$ cat config.mk
export PLATFORM = sky130hd
export DESIGN_NAME = mbist_march_ctrl
export DESIGN_NICKNAME = d
export VERILOG_FILES = /design/src/rtl/mbist_pkg.sv /design/src/rtl/mbist_addr_gen.sv /design/src/rtl/mbist_march_ctrl.sv
export SDC_FILE = /design/constraint.sdc
export NUM_CORES = 1
export LEC_CHECK = 0
export BUFFER_PORTS_ARGS = -buffer_cell sky130_fd_sc_hd__buf_2
export CORE_AREA = 4 4 103 105
export CTS_CLUSTER_DIAMETER = 150
export CTS_CLUSTER_SIZE = 10
export DETAILED_ROUTE_END_ITERATION = 8
export DIE_AREA = 0 0 107 109
export GPL_ROUTABILITY_DRIVEN = 0
export PLACE_DENSITY_LB_ADDON = 0.25
export SLEW_MARGIN = 20
export SYNTH_ARGS = -nofsm -noshare
export SYNTH_HDL_FRONTEND = slang
export SYNTH_SLANG_ARGS = --single-unit
export TNS_END_PERCENT = 20
$ cat constraint.sdc
create_clock -name i_clk -period 3.1 [get_ports i_clk]
set_input_delay 0.155 -clock i_clk [delete_from_list [all_inputs] [get_ports i_clk]]
set_output_delay 0.155 -clock i_clk [all_outputs]
set_load 0.1 [all_outputs]
$ cat src/rtl/mbist_pkg.sv
// Shared types and the March C- element table for the MBIST controller.
package mbist_pkg;

  typedef enum logic [2:0] {IDLE, WR, RD, CMP, DONE} state_e;
  typedef enum logic [1:0] {W0, W1, R0, R1} op_e;
  typedef enum logic {UP, DOWN} dir_e;

  typedef struct packed {
    dir_e       dir;
    op_e        op0;
    op_e        op1;
    logic [1:0] n_ops;
  } elem_t;

  localparam int         NUM_ELEMS = 6;
  localparam logic [2:0] LAST_ELEM = 3'(NUM_ELEMS - 1);

  // Single-op elements carry a don't-care op1 that is never reached.
  localparam elem_t MARCH_TBL [NUM_ELEMS] = '{
    '{UP,   W0, W0, 2'd1},
    '{UP,   R0, W1, 2'd2},
    '{UP,   R1, W0, 2'd2},
    '{DOWN, R0, W1, 2'd2},
    '{DOWN, R1, W0, 2'd2},
    '{UP,   R0, W0, 2'd1}
  };

  function automatic logic op_is_wr(input op_e op);
    return (op == W0) || (op == W1);
  endfunction

  function automatic logic op_bit(input op_e op);
    return (op == W1) || (op == R1);
  endfunction

endpackage

$ cat src/rtl/mbist_addr_gen.sv
// Loadable up/down address counter; is_last flags the end of the current sweep.
module mbist_addr_gen
  import mbist_pkg::*;
#(
  parameter int A_W       = 16,
  parameter int LAST_ADDR = 15
) (
  input  logic           i_clk,
  input  logic           i_rst,
  input  logic           load,
  input  logic [A_W-1:0] load_val,
  input  logic           step,
  input  dir_e           dir,
  output logic [A_W-1:0] addr,
  output logic           is_last
);

  assign is_last = (dir == UP) ? (addr == A_W'(LAST_ADDR)) : (addr == '0);

  always_ff @(posedge i_clk) begin
    if (i_rst)     addr <= '0;
    else if (load) addr <= load_val;
    else if (step) addr <= (dir == UP) ? addr + 1'b1 : addr - 1'b1;
  end

endmodule

$ cat src/rtl/mbist_march_ctrl.sv
// March C- memory BIST controller: sequences writes/reads, compares, latches first failure.
module mbist_march_ctrl
  import mbist_pkg::*;
#(
  parameter int D_W       = 32,
  parameter int A_W       = 16,
  parameter int LAST_ADDR = 15
) (
  input  logic           i_clk,
  input  logic           i_rst,
  input  logic           i_start,
  output logic           o_busy,
  output logic           o_done,
  output logic           o_fail,
  output logic [A_W-1:0] o_fail_addr,
  output logic [D_W-1:0] o_fail_data,
  output logic [D_W-1:0] o_fail_exp,
  output logic [D_W-1:0] o_mem_data,
  output logic [A_W-1:0] o_mem_addr,
  output logic           o_mem_en,
  output logic           o_mem_wr_rbar,
  input  logic [D_W-1:0] i_mem_out
);

  state_e         state, state_nx;
  logic [2:0]     elem, elem_nx, elem_inc;
  logic           op_idx, op_idx_nx;
  elem_t          cur;
  op_e            cur_op;
  logic [D_W-1:0] pat;
  logic           mismatch, advance;

  logic           ag_load, ag_step, is_last;
  logic [A_W-1:0] ag_load_val, addr;

  assign elem_inc = elem + 3'd1;
  assign cur      = MARCH_TBL[elem];
  assign cur_op   = op_idx ? cur.op1 : cur.op0;
  assign pat      = {D_W{op_bit(cur_op)}};
  assign mismatch = (state == CMP) && (i_mem_out != pat);
  assign advance  = (state == WR) || ((state == CMP) && !mismatch);

  mbist_addr_gen #(.A_W(A_W), .LAST_ADDR(LAST_ADDR)) u_addr_gen (
    .i_clk    (i_clk),
    .i_rst    (i_rst),
    .load     (ag_load),
    .load_val (ag_load_val),
    .step     (ag_step),
    .dir      (cur.dir),
    .addr     (addr),
    .is_last  (is_last)
  );

  always_comb begin
    state_nx    = state;
    elem_nx     = elem;
    op_idx_nx   = op_idx;
    ag_load     = 1'b0;
    ag_load_val = '0;
    ag_step     = 1'b0;
    case (state)
      IDLE: if (i_start) begin
        state_nx  = WR;
        elem_nx   = '0;
        op_idx_nx = 1'b0;
        ag_load   = 1'b1;
      end
      RD:   state_nx = CMP;
      CMP:  if (mismatch) state_nx = DONE;
      DONE: state_nx = IDLE;
      default: ;
    endcase
    // Order of progress: next op at this address, next address, next element, finish.
    if (advance) begin
      if (!op_idx && cur.n_ops == 2'd2) begin
        op_idx_nx = 1'b1;
        state_nx  = op_is_wr(cur.op1) ? WR : RD;
      end else if (!is_last) begin
        op_idx_nx = 1'b0;
        ag_step   = 1'b1;
        state_nx  = op_is_wr(cur.op0) ? WR : RD;
      end else if (elem != LAST_ELEM) begin
        elem_nx     = elem_inc;
        op_idx_nx   = 1'b0;
        ag_load     = 1'b1;
        ag_load_val = (MARCH_TBL[elem_inc].dir == DOWN) ? A_W'(LAST_ADDR) : '0;
        state_nx    = op_is_wr(MARCH_TBL[elem_inc].op0) ? WR : RD;
      end else begin
        state_nx = DONE;
      end
    end
  end

  always_ff @(posedge i_clk) begin
    if (i_rst) begin
      state       <= IDLE;
      elem        <= '0;
      op_idx      <= 1'b0;
      o_fail      <= 1'b0;
      o_fail_addr <= '0;
      o_fail_data <= '0;
      o_fail_exp  <= '0;
    end else begin
      state  <= state_nx;
      elem   <= elem_nx;
      op_idx <= op_idx_nx;
      if (state == IDLE && i_start) begin
        o_fail      <= 1'b0;
        o_fail_addr <= '0;
        o_fail_data <= '0;
        o_fail_exp  <= '0;
      end else if (mismatch) begin
        o_fail      <= 1'b1;
        o_fail_addr <= addr;
        o_fail_data <= i_mem_out;
        o_fail_exp  <= pat;
      end
    end
  end

  assign o_busy        = (state == WR) || (state == RD) || (state == CMP);
  assign o_done        = (state == DONE);
  assign o_mem_en      = (state == WR) || (state == RD);
  assign o_mem_wr_rbar = (state == WR);
  assign o_mem_addr    = addr;
  assign o_mem_data    = (state == WR) ? pat : '0;

endmodule

==> impl_metrics.json, run 1 <==
{
  "crit_buf_inv": 3,
  "maxCapViolCount": 0,
  "clock_sinks": 73,
  "yosysTopAreaCell": "dfxtp_1",
  "clock_path_buffers": 2,
  "holdPathStages": 3,
  "dp_cells": 781,
  "drive_gt1_share_pct": 33.43,
  "ys_ff_latch": 73,
  "rsz0062_at_grt": "true",
  "path_depth": 13,
  "p_switching_uw": 546.3,
  "final_cells": 797,
  "num_rows": 36,
  "finalHoldViolCount": 0,
  "wl_um": 11880,
  "met1_length_um": 5111,
  "grt_pass1_vias": 3881,
  "grt_pass1_wl_um": 18650,
  "ios": 168,
  "layout.nets": 714,
  "setup_viol": 0,
  "seq_power_share_pct": 49.9,
  "holdWs_ns": 0.05710,
  "drc": 0,
  "top_layer_used": "met4",
  "ys_warn_count": 0,
  "crit_type": "reg2reg",
  "cts_tree": "done",
  "vias_per_cell": 5.263,
  "yosysMostFrequentCell": "nand2_1",
  "swShare_pct": 28.43,
  "synth-compound-area-share_pct": 18.32,
  "comb_power_share_pct": 11.8,
  "cts-htree-levels": 3,
  "ys.flop_type": "dfxtp_1",
  "netlist_area_mm2": 0.004310,
  "end_kind": "flop",
  "wl_per_cell_um": 14.90,
  "synth_fa_ha_area_share_pct": 5.980,
  "core-area_mm2": 0.009639,
  "critPathSlowestCell": "a2111o_1",
  "clock.fmax_mhz": 339.2,
  "peakVddDrop_mv": 0.2141,
  "cts_inserted_buffers": 9,
  "grt_use_total_pct": 19.75,
  "netlist.area_leader.share_pct": 33.90,
  "synthTopCellsByArea": "dfxtp_1 (34%), buf_4 (11%), nand2_1 (10%)",
  "num_antenna_cells": 0,
  "portBuffers": 167,
  "cts-root-buf": "clkbuf_8",
  "dr.pass1.iters": 4,
  "start_util_pct": 44.72,
  "route.vias.total": 4195,
  "status": "finished clean",
  "startpoint_type": "flop",
  "place_ws_ns": 0.05178,
  "synth_simple_gate_area_share_pct": 24.85,
  "slew_viol_final": 0,
  "crit_top_cell": "ha_1",
  "hpwlAfterDp_um": 9038,
  "placed_area_mm2": 0.004876,
  "setup_ws_ns": 0.1515,
  "period_share_pct": 95.11,
  "power_density_mw_per_mm2": 377.3,
  "drt_iter0_drc": 252,
  "syn_inst": 552,
  "cts_setup_buffers": 0,
  "dr_wl_met3_um": 828,
  "slew_headroom_pct": 55.43,
  "crit_arrival_ns": 3.24,
  "tightest_slew_ns": 0.6676,
  "clkTransAtPathRegs_ns": 0.08,
  "max_stage_delay_ns": 0.44,
  "dieArea_mm2": 0.01166,
  "synth_seq_area_share_pct": 33.90,
  "met2WireLength_um": 5739,
  "syn_area_per_cell_um2": 7.809,
  "syn-num-nets": 607,
  "synthMuxAreaShare_pct": 0.9579,
  "gr-total-overflow": 0,
  "worst-r2r-setup-slack_ns": 0.15,
  "tns_ns": 0,
  "layout-area-overhead-vs-synth_pct": 18.14,
  "dieHeight_um": 109,
  "p_int_mw": 1.375,
  "path_delay_family": "compound AO/OA/AOI/OAI gates",
  "synthTopCellsByCount": "nand2_1 (119), dfxtp_1 (73), a21oi_1 (70), buf_4 (62), nor2_1 (25)",
  "hold_path.class": "in2reg",
  "insertion_delay_ns": 0.35,
  "synth_cell_types": 55,
  "required_ns": 3.39,
  "finClkSkew_ns": 0.009476,
  "cp_max_fo": 7,
  "ant_nets": 0,
  "finalCriticalPeriod_ns": 2.949,
  "grt_max_degree": 45,
  "die_w_um": 107,
  "finalInstanceArea_mm2": 0.005092,
  "synth_xor_area_share_pct": 1.829,
  "crit_path_cell_trace": "ha_1, or2_1, nand2_1, inv_2, buf_4, ha_1, and2_1, a22o_1, inv_1, nand3_2, a2111o_1, a311o_1, nand3_1",
  "rr_worst_depth": 13,
  "async_flop_share_pct": 0,
  "antenna_found_initial": 0,
  "leakagePower_nw": 2.394,
  "synth_edf_count": 0,
  "clkPwrFrac_pct": 38.2,
  "synth_top_family_by_area": "simple AND/OR/NAND/NOR gates"
}
-- per-layer routing --
layer	up-vias	global-route usage (%)
met5	-	0
met1	1934	24.09
met4	0	8.858
li1	2088	-
met3	16	3.908
met2	157	33.81
-- area by class of cell --
type | count | area [um2]
multi-input combinational | 383 | 2278
fill | 940 | 4547
sequential | 73 | 1461
timing repair buffer | 182 | 960.9
clock inverter | 5 | 56.30
tap | 133 | 166.4
inverter | 10 | 37.54
clock buffer | 11 | 131.4
-- flip-flops by register name, indices dropped and copies added, names as in the netlist --
signal / count
state: 3
o_fail: 1
o_fail_data: 32
elem: 3
u_addr_gen.addr: 16
op_idx: 1
o_fail_addr: 16
o_fail_exp: 1
-- worst min-delay path, cell delays in order --
cell and delay (ns):
buf_2 0.11, nand2_1 0.05, a21oi_1 0.05
-- power by group through the flow --
| stage | sequential [mW] | combinational (mW) | clock (mW) |
|---|---|---|---|
| 4_1_cts | 0.959 | 0.227 | 0.753 |
| 3_5_place_dp | 0.981 | 0.227 | 0 |
| 2_1_floorplan | 1.02 | 0.114 | 0 |
| 5_1_grt | 0.962 | 0.244 | 0.794 |
| 6_report | 0.960 | 0.227 | 0.735 |
| 3_3_place_gp | 0.981 | 0.222 | 0 |
-- cell families after synthesis --
| logic type | count (synthesis) |
|---|---|
| adder cells (fa/ha/maj) | 20 |
| multiplexers | 4 |
| AND/OR/NAND/NOR | 229 |
| XOR/XNOR | 9 |
| buffers and inverters | 96 |
| AO/OA/AOI/OAI | 121 |
| flip-flops | 73 |
-- worst paths after layout --
kind,from,to
setup reg to reg,elem[1]$_SDFF_PP0_,u_addr_gen.addr[15]$_SDFFE_PP0P_
setup / recovery,elem[1]$_SDFF_PP0_,u_addr_gen.addr[15]$_SDFFE_PP0P_
hold reg to reg,o_fail_addr[15]$_SDFFE_PP0P_,o_fail_addr[15]$_SDFFE_PP0P_
hold / removal,i_mem_out[19],o_fail_data[19]$_SDFFE_PP0P_
-- repair_timing --
item                       4_1_cts  5_1_grt
setup endpoints to repair        0        4
resized for setup                0        8
hold buffers                     0        0
-- metrics by stage --
step	power [mW]	util, %
5_1_grt	2.000	52.83
3_3_place_gp	1.203	50.58
2_1_floorplan	1.133	-
4_1_cts	1.940	52.53
3_5_place_dp	1.208	50.58
6_report	1.921	52.83
-- cells in the final DEF (no fill, tap or decap), drive strengths merged, types with 6 or more instances in the layout --
master	n
a21oi	72
a211oi	10
buf	182
dfxtp	73
clkbuf	11
inv	10
o21ai	8
nand2	119
nand3	16
nand4	16
ha	19
nor2	25
nor3	8
nor4	18
a21o	6
xnor2	6
Power figures use the tool's default switching activity.
==> inputs of run 2 (changes only) <==
ABC_AREA = 1   (was unset)
CORE_AREA = 4 4 107 109   (was 4 4 103 105)
DIE_AREA = 0 0 111 113   (was 0 0 107 109)
==> run 2 against run 1 <==
  * Critical path type unchanged
  * Largest cell class unchanged
  * Critical endpoint is now u_addr_gen.addr[9]$_SDFFE_PP0P_
  * Clock power fell by 0.7%
  * Combinational power rose by 110%
  * Sequential power rose by 3.4%
  * Worst setup slack improved by 0.13 ns
  * Flip-flop and latch count did not move
  * Register-to-register slack improved by 0.13 ns
  * Design area rose by 3.8%
==> impl_metrics.json, run 2 <==
{
  "crit_arrival_ns": 3.07,
  "netlist.area_leader.share_pct": 31.83,
  "synthTopCellsByCount": "nand2_1 (140), nand3_1 (83), nor2_1 (81), a21oi_1 (74), dfxtp_1 (73)",
  "top_register": "o_fail_data",
  "power_density_mw_per_mm2": 417.0,
  "finalInstanceArea_mm2": 0.005286,
  "drc": 0,
  "yosysMostFrequentCell": "nand2_1",
  "drt_iter0_drc": 402,
  "syn-num-nets": 722,
  "async_flop_share_pct": 0,
  "final_common_cell": "buf_2",
  "maxCapViolCount": 0,
  "num_rows": 38,
  "finalPower_mw": 2.204,
  "tns_ns": 0,
  "finalHoldViolCount": 0,
  "portBuffers": 167,
  "finalCriticalPeriod_ns": 2.823,
  "grt_use_total_pct": 19.87,
  "core-area_mm2": 0.01060,
  "tightest_slew_ns": 0.6761,
  "synth_edf_count": 0,
  "cts-htree-levels": 3,
  "setup_viol": 0,
  "placed_area_mm2": 0.005076,
  "netlist_area_mm2": 0.004592,
  "dieArea_mm2": 0.01254,
  "rsz0062_at_grt": "false",
  "dr.pass1.iters": 7,
  "start_util_pct": 43.31,
  "worst-r2r-setup-slack_ns": 0.28,
  "num_antenna_cells": 0,
  "synth_cell_types": 34,
  "die_w_um": 111,
  "holdWs_ns": 0.06784,
  "cp_max_fo": 11,
  "ys_warn_count": 0,
  "clock_path_buffers": 2,
  "grt_pass1_wl_um": 20760,
  "clock_sinks": 73,
  "hpwlAfterDp_um": 9426,
  "layout.nets": 824,
  "multiInputGateArea_mm2": 0.002396,
  "slew_viol_final": 0,
  "crit_path_cell_trace": "ha_1, o21ai_2, clkinvlp_4, buf_4, ha_1, a21oi_1, nor2_1, nor2_1, nand2_1, nand2_1, nand2_1, xnor2_1, inv_1, o21ai_0, nor2_1",
  "critPathSlowestCell": "dfxtp_1",
  "peakVddDrop_mv": 0.2924,
  "crit_type": "reg2reg",
  "leakagePower_nw": 2.664,
  "path_delay_family": "compound AO/OA/AOI/OAI gates",
  "final_cells": 913,
  "ios": 168,
  "final_cell_mix": "buf_2 (167), nand2_1 (140), nand3_1 (83)",
  "status": "finished clean",
  "startpoint_type": "flop",
  "period_share_pct": 91.06,
  "clkTransAtPathRegs_ns": 0.08,
  "synthTopCellsByArea": "dfxtp_1 (32%), nand2_1 (11%), buf_4 (11%)",
  "max_stage_delay_ns": 0.36,
  "antenna_found_initial": 0,
  "wl_per_cell_um": 14.03,
  "seq_area_mm2": 0.001461,
  "gr-total-overflow": 0,
  "insertion_delay_ns": 0.35,
  "dp_cells": 894,
  "synth_seq_area_share_pct": 31.83,
  "ys.flop_type": "dfxtp_1",
  "ys_ff_latch": 73,
  "top_regs": "o_fail_data x32, o_fail_addr x16, u_addr_gen.addr x16",
  "clock.fmax_mhz": 354.3,
  "crit_buf_inv": 3,
  "dieHeight_um": 113,
  "yosysTopAreaCell": "dfxtp_1",
  "cts-root-buf": "clkbuf_8",
  "grt_pass1_vias": 4211,
  "syn_area_per_cell_um2": 6.884,
  "route.vias.total": 4586,
  "end_kind": "flop",
  "ant_nets": 0,
  "finClkSkew_ns": 0.005214,
  "required_ns": 3.35,
  "n_fill_cell": 1061,
  "slew_headroom_pct": 54.87,
  "cts_inserted_buffers": 9,
  "wl_um": 12810,
  "vias_per_cell": 5.023,
  "syn_inst": 667,
  "hold_path.class": "in2reg",
  "drive_gt1_share_pct": 27.55,
  "cts_tree": "done",
  "grt_max_degree": 51,
  "layout-area-overhead-vs-synth_pct": 15.12,
  "largest_reg_flops": 32
}
## run 2: changes by cell type after synthesis, moves of 17 or more
cell	delta
nand3_1	+68
nor2_1	+56
inv_1	+26
nand2_1	+21
nor4_1	-18
o21ai_0	+17
## run 2: layer usage
metal	GRT usage, %	routed length, um	vias to the layer above
met3	4.492	731	18
li1	-	-	2332
met4	6.897	233	0
met2	32.08	5898	155
met1	26.29	5944	2081
met5	0	0	-
## run 2: cell families after synthesis
group	Yosys count	share of synthesized area, %
compound gates	106	11.93
simple gates	329	31.72
fa+ha+maj	20	5.613
xor+xnor	13	2.480
buf+inv	126	16.43
flops	73	31.83
## run 2: path summary, 6_finish.rpt
check	start	end	cells past startpoint
worst max-delay path	elem[0]$_SDFF_PP0_	u_addr_gen.addr[9]$_SDFFE_PP0P_	15
worst min register to register	o_fail_addr[3]$_SDFFE_PP0P_	o_fail_addr[3]$_SDFFE_PP0P_	2
worst max register to register	elem[0]$_SDFF_PP0_	u_addr_gen.addr[9]$_SDFFE_PP0P_	15
worst min-delay path	i_rst	u_addr_gen.addr[12]$_SDFFE_PP0P_	2
## run 2: where the power goes
part	switching (mW)	total [mW]	internal (mW)
Sequential	0.0359	0.993	0.957
Combinational	0.374	0.481	0.107
Clock	0.365	0.730	0.364
## run 2: repair_timing
action | CTS | global route
setup endpoints to repair | 0 | 1
hold buffers | 0 | 0
gates resized for setup | 0 | 1
buffers inserted | 0 | 4
## run 2: stage by stage
| stage | worst slack [ns] | util (%) |
|---|---|---|
| after global routing | 0.05278 | 49.86 |
| after CTS | 0.3419 | 49.54 |
| after detailed placement | 0.3565 | 47.88 |
| final | 0.2772 | 49.86 |
| after global placement | 0.4631 | 47.88 |
| after floorplan | 0.2800 | - |
## run 2: final cells by class
cell class	count	area share [%]
clock buffers	11	2.485
clock inverters	4	0.8521
inverters	40	2.911
multi-input cells	468	45.33
flip-flops and latches	73	27.64
well taps	140	3.314
repair buffers	177	17.47
